`src/rtl/mem_ctrl_pkg.sv`:
```
// mem_ctrl_pkg: shared state encoding and sizing constants for mem_access_ctrl.
// Contents: state_e (IDLE/ISSUE/CAPTURE/RESP), WORD_BYTES, WORD_LSB, DEF_DEPTH, DEF_CNT_W.
package mem_ctrl_pkg;
    localparam int WORD_BYTES = 4;
    localparam int WORD_LSB   = $clog2(WORD_BYTES);
    localparam int DEF_DEPTH  = 128;
    localparam int DEF_CNT_W  = 16;
    typedef enum logic [1:0] {IDLE, ISSUE, CAPTURE, RESP} state_e;
endpackage

```
`src/rtl/mem_align_check.sv`:
```
// mem_align_check: flags byte addresses that are misaligned or beyond the word memory.
// Ports: addr (byte address in), err (1 = misaligned or word index >= DEPTH).
module mem_align_check
    import mem_ctrl_pkg::*;
#(
    parameter int DEPTH = DEF_DEPTH
) (
    input  logic [31:0] addr,
    output logic        err
);
    assign err = (addr[WORD_LSB-1:0] != '0) || (32'(addr[31:WORD_LSB]) >= 32'(DEPTH));
endmodule

```
`src/rtl/mem_access_ctrl.sv`:
```
// mem_access_ctrl: single-outstanding load/store sequencer between an initiator and a word memory.
// Ports: clock_in/reset (sync, active-low); req_valid/req_ready/req_write/req_addr/req_wdata (request);
//        resp_valid/resp_ready/resp_rdata/resp_err (response); memAddress/memWriteData/memWrite/
//        memRead/memReadData (memory side); txn_count (completed non-error accesses, wrapping).
// Build option: define MEM_ALIGN_CHECK_EN to reject misaligned/out-of-range requests with resp_err.
module mem_access_ctrl
    import mem_ctrl_pkg::*;
#(
    parameter int DEPTH = DEF_DEPTH,
    parameter int CNT_W = DEF_CNT_W
) (
    input  logic             clock_in,
    input  logic             reset,
    input  logic             req_valid,
    output logic             req_ready,
    input  logic             req_write,
    input  logic [31:0]      req_addr,
    input  logic [31:0]      req_wdata,
    output logic             resp_valid,
    input  logic             resp_ready,
    output logic [31:0]      resp_rdata,
    output logic             resp_err,
    output logic [31:0]      memAddress,
    output logic [31:0]      memWriteData,
    output logic             memWrite,
    output logic             memRead,
    input  logic [31:0]      memReadData,
    output logic [CNT_W-1:0] txn_count
);
    state_e                 state_q, state_d;
    logic                   write_q, write_d;
    logic [31-WORD_LSB:0]   addr_q, addr_d;
    logic [31:0]            wdata_q, wdata_d;
    logic [31:0]            rdata_q, rdata_d;
    logic                   err_q, err_d;
    logic [CNT_W-1:0]       cnt_q, cnt_d;
    logic                   bad;
    logic                   mem_phase;

`ifdef MEM_ALIGN_CHECK_EN
    mem_align_check #(.DEPTH(DEPTH)) u_align (
        .addr (req_addr),
        .err  (bad)
    );
`else
    // Byte offset and memory size play no part when checking is compiled out.
    logic unused_addr_lsb;
    localparam int unused_depth = DEPTH;
    assign unused_addr_lsb = ^req_addr[WORD_LSB-1:0];
    assign bad = 1'b0;
`endif

    always_comb begin
        state_d = state_q;
        write_d = write_q;
        addr_d  = addr_q;
        wdata_d = wdata_q;
        rdata_d = rdata_q;
        err_d   = err_q;
        cnt_d   = cnt_q;
        case (state_q)
            IDLE: if (req_valid) begin
                write_d = req_write;
                addr_d  = req_addr[31:WORD_LSB];
                wdata_d = req_wdata;
                rdata_d = '0;
                err_d   = bad;
                state_d = bad ? RESP : ISSUE;
            end
            ISSUE:   state_d = write_q ? RESP : CAPTURE;
            CAPTURE: begin
                rdata_d = memReadData;
                state_d = RESP;
            end
            RESP: if (resp_ready) begin
                state_d = IDLE;
                cnt_d   = cnt_q + CNT_W'(!err_q);
            end
            default: state_d = IDLE;
        endcase
    end

    always_ff @(posedge clock_in) begin
        if (!reset) begin
            state_q <= IDLE;
            write_q <= 1'b0;
            addr_q  <= '0;
            wdata_q <= '0;
            rdata_q <= '0;
            err_q   <= 1'b0;
            cnt_q   <= '0;
        end else begin
            state_q <= state_d;
            write_q <= write_d;
            addr_q  <= addr_d;
            wdata_q <= wdata_d;
            rdata_q <= rdata_d;
            err_q   <= err_d;
            cnt_q   <= cnt_d;
        end
    end

    // Memory bus is only driven while an access is in flight; quiet otherwise.
    assign mem_phase    = (state_q == ISSUE) || (state_q == CAPTURE);
    assign req_ready    = (state_q == IDLE);
    assign resp_valid   = (state_q == RESP);
    assign resp_rdata   = resp_valid ? rdata_q : '0;
    assign resp_err     = resp_valid && err_q;
    assign memAddress   = mem_phase ? 32'(addr_q) : '0;
    assign memWriteData = mem_phase ? wdata_q : '0;
    assign memWrite     = (state_q == ISSUE) && write_q;
    assign memRead      = ((state_q == ISSUE) && !write_q) || (state_q == CAPTURE);
    assign txn_count    = cnt_q;
endmodule
```
`config.mk`:
```
export PLATFORM = sky130hd
export DESIGN_NAME = mem_access_ctrl
export DESIGN_NICKNAME = d
export VERILOG_FILES = /design/src/rtl/mem_ctrl_pkg.sv /design/src/rtl/mem_align_check.sv /design/src/rtl/mem_access_ctrl.sv
export SDC_FILE = /design/constraint.sdc
export NUM_CORES = 1
export LEC_CHECK = 0
export ABC_AREA = 1
export CAP_MARGIN = 20
export CORE_ASPECT_RATIO = 0.8
export CORE_MARGIN = 1
export CORE_UTILIZATION = 43
export DETAILED_ROUTE_END_ITERATION = 8
export HOLD_SLACK_MARGIN = 0.02
export PLACE_DENSITY = 0.79
export SLEW_MARGIN = 20
export SYNTH_ARGS = -nofsm -noshare
export SYNTH_HDL_FRONTEND = slang
export SYNTH_SLANG_ARGS = --single-unit
```
`constraint.sdc`:
```
create_clock -name clock_in -period 2.05 [get_ports clock_in]
set_input_delay 0.615 -clock clock_in [delete_from_list [all_inputs] [get_ports clock_in]]
set_output_delay 0.615 -clock clock_in [all_outputs]
set_load 0.05 [all_outputs]
```
==> out/results.tsv <==
stage	metric	value	unit
sta	final worst slack	-0.337	ns
synthesis	Mapped Cells	768	
worst_setup_path	Crit Reg-Reg Startpoint	state_q[1]	
pwr	P_int	0.00880	W
cts	clock latency at the later pin of the worst-skew pair	0.41	ns
worst_setup_path	crit-path max FO	8	
synthesis	Netlist cell types	29	
pwr	Psw	0.00664	W
floorplan	initial core utilization	44.4	%
pwr	clock power share	19.8	%
worst_setup_path	Crit Path Category	reg -> out	
global_routing	largest net degree at the start of global routing	55	
cts	CTS tree	yes	
worst_setup_path	R2R cell count	12	
cts	Clock Path Buffers	2	
min_path	Hold EP	wdata_q[16]	
sta	Min Hold Slack	0.501	ns
outcome	failing checks	negative setup slack	
placed_design	number of port buffers	212	
min_path	Hold/Removal Path Class	reg -> reg	
floorplan	I/O pins	218	
cells_and_area	# fillers	484	
placed_design	Final Wtd Congestion	0.826	
global_routing	GRT Total Usage	31.2	%
cts	CTS Buf Count	17	
floorplan	core area	0.0116	mm^2
cells_and_area	antenna diode count	0	
route	DRC violations left	0	
sta	Setup Skew	0.00716	ns
synthesis	Seq cells post-synth	113	
cells_and_area	post-layout util	91.0	%
min_path	Hold Path Stages	2	
cells_and_area	final non-filler cell area	0.0106	mm^2
worst_setup_path	reg2reg end	txn_count[13]	
cells_and_area	fin cells	1160	
route	final wirelength	22300	um
sta	Slew Limit Fails	0	
min_path	hold path startpoint	wdata_q[16]	
worst_setup_path	Reg2Reg Setup Slack	0.17	ns
cells_and_area	nets	1105	
pwr	Lkg Pwr	4.45	nW
sta	fin crit period	2.39	ns
global_routing	initial antenna violation count	0	
sta	unrepaired setup endpoints after global routing	true	
worst_setup_path	CP Data Arrival Time	1.77	ns
global_routing	vias in the first global route	5821	
floorplan	cell row count	35	
cts	Reg clk slew, reported paths	0.06	ns
job	# Max-Cap Violations	0	
worst_setup_path	Critical Path Start Type	flop	
sta	Hold Fails Final Rpt	0	
pwr	Worst VDD drop	0.910	mV
route	Detailed Route Iter0 Violations	513	
worst_setup_path	Worst setup EP type	primary output	
cts	clk sinks	113	
floorplan	chip height	99.9	um
sta	Fmax achieved	0.419	GHz
pwr	Sequential Power Share	20.1	%
route	first-pass detailed-route iteration total	8	
synthesis	post-synthesis sequential area ratio	43.9	%
pwr	total power	0.0154	W
worst_setup_path	CP required	1.43	ns
floorplan	Die Wd	124	um
route	Detail Route Antenna Nets	0	
pwr	Power Dens Cells	1460	mW/mm^2
pwr	Gate power share	60.0	%
sta	Tcrit/Tclk final	116	%
route	DR WL/cell	19.2	um
floorplan	Die Area	0.0124	mm^2
synthesis	Post-Syn Area	0.00515	mm^2
cts	H-tree depth	4	
cts	hold bufs inserted after CTS	0	
sta	Final setup viols	95	
pwr	sw frac	43.0	%
global_routing	first-pass GRT wire length	30100	um
route	DR vias	6284	
placed_design	Post-DP HPWL	10700	um
placed_design	placed inst area	0.00871	mm^2
placed_design	placed insts	1098	
cells_and_area	Area Growth Syn to Fin	105	%
route	Via density	5.42	
cells_and_area	share of cells above drive strength 1	40.5	%
synthesis	Yosys warnings	0	
outcome	status	finished, violations left	
global_routing	total gr overflow	0	
synthesis	syn avg cell area	6.71	um^2
cts	root buf cell	clkbuf_16	
[Yosys cell counts, drive strengths merged]
cell type | number | area share, %
ha | 5 | 1.2
nand3 | 74 | 7.3
o21a | 1 | 0.15
conb | 1 | 0.073
clkinv | 1 | 0.073
nand2 | 125 | 9.6
o21bai | 1 | 0.15
o21ai | 74 | 7.2
nor2 | 150 | 11
nand4 | 3 | 0.36
nor3 | 3 | 0.73
a21o | 1 | 0.15
dfxtp | 113 | 44
buf | 26 | 2.9
inv | 119 | 8.7
a21oi | 44 | 4.3
or2 | 2 | 0.24
clkbuf | 25 | 1.8
[timing repair]
| action | 4_1_cts | 5_1_grt |
|---|---|---|
| setup endpoints to repair | 95 | 97 |
| cloned | 12 | 3 |
| pin swaps | 18 | 5 |
| gates resized for setup | 157 | 52 |
| buffers inserted | 9 | 7 |
[cell families (layout without fill, tap and decap cells)]
group	after synthesis	in the layout	share of synthesized area [%]
other cells	1	3	0.0728
flops	113	113	43.9
compound gates	121	121	11.9
simple gates	357	357	29.3
fa+ha+maj	5	5	1.21
buf+inv	171	413	13.5
[power by group through the flow]
stage                     clock network (W)  logic [W]  registers, W
after floorplan                           0    0.00350       0.00286
after global placement                    0    0.00613       0.00286
after detailed placement                  0    0.00619       0.00288
after CTS                           0.00305    0.00836       0.00299
after global routing                0.00320    0.00962       0.00313
final                               0.00306    0.00927       0.00310
[sequential cells by signal, indices dropped and copies added, names as in the netlist]
| name | cells |
|---|---|
| addr_q | 30 |
| rdata_q | 32 |
| state_q | 2 |
| txn_count | 16 |
| wdata_q | 32 |
| write_q | 1 |
[per-layer routing]
layer	vias up	global-route usage (%)	routed length [um]
li1	2837	-	-
met1	3022	35.6	8380
met2	343	55.3	11100
met3	82	9.33	1920
met4	0	11.4	855
met5	-	0	0
[area by class of cell]
type,count,area [um^2],share of cell area (%)
clock inverter,10,133,1.26
inverter,120,791,7.49
sequential,113,2260,21.4
clock buffer,22,474,4.49
multi-input combinational,486,2880,27.3
timing repair buffer,261,3830,36.3
tap,148,185,1.75
[metrics by stage]
stage / setup TNS (ns) / worst slack, ns
2_1_floorplan: -6.34 / -0.0981
3_3_place_gp: 0 / 0.0960
3_5_place_dp: 0 / 0.0784
4_1_cts: -21.74 / -0.260
5_1_grt: -29.12 / -0.359
6_report: -25.12 / -0.337
[cell usage in the layout (no fill, tap or decap), types with 37 or more instances in the layout]
cell	n
a21oi_1	44
buf_12	107
buf_4	37
clkdlybuf4s50_1	97
clkinvlp_4	93
dfxtp_1	111
nand2_4	73
nand3_1	73
nor2_1	148
o21ai_0	72
[critical path, cell delays in order, from the launching register on]
cell and delay [ns]:
dfxtp_2 0.33, buf_4 0.16, ha_4 0.19, buf_4 0.15, buf_16 0.15, nand2_2 0.10
clkinvlp_4 0.12, buf_12 0.16
[how the worst max path moves through the flow]
stage	start	cells past startpoint	to
5_1_grt	state_q[1]	7	resp_rdata[30]
6_report	state_q[1]	7	resp_rdata[30]
3_3_place_gp	state_q[0]	6	memWriteData[12]
2_1_floorplan	state_q[0]	6	memAddress[20]
3_5_place_dp	resp_ready	8	txn_count[13]
4_1_cts	state_q[1]	7	memWriteData[6]
(Power assumes the default switching activity.)
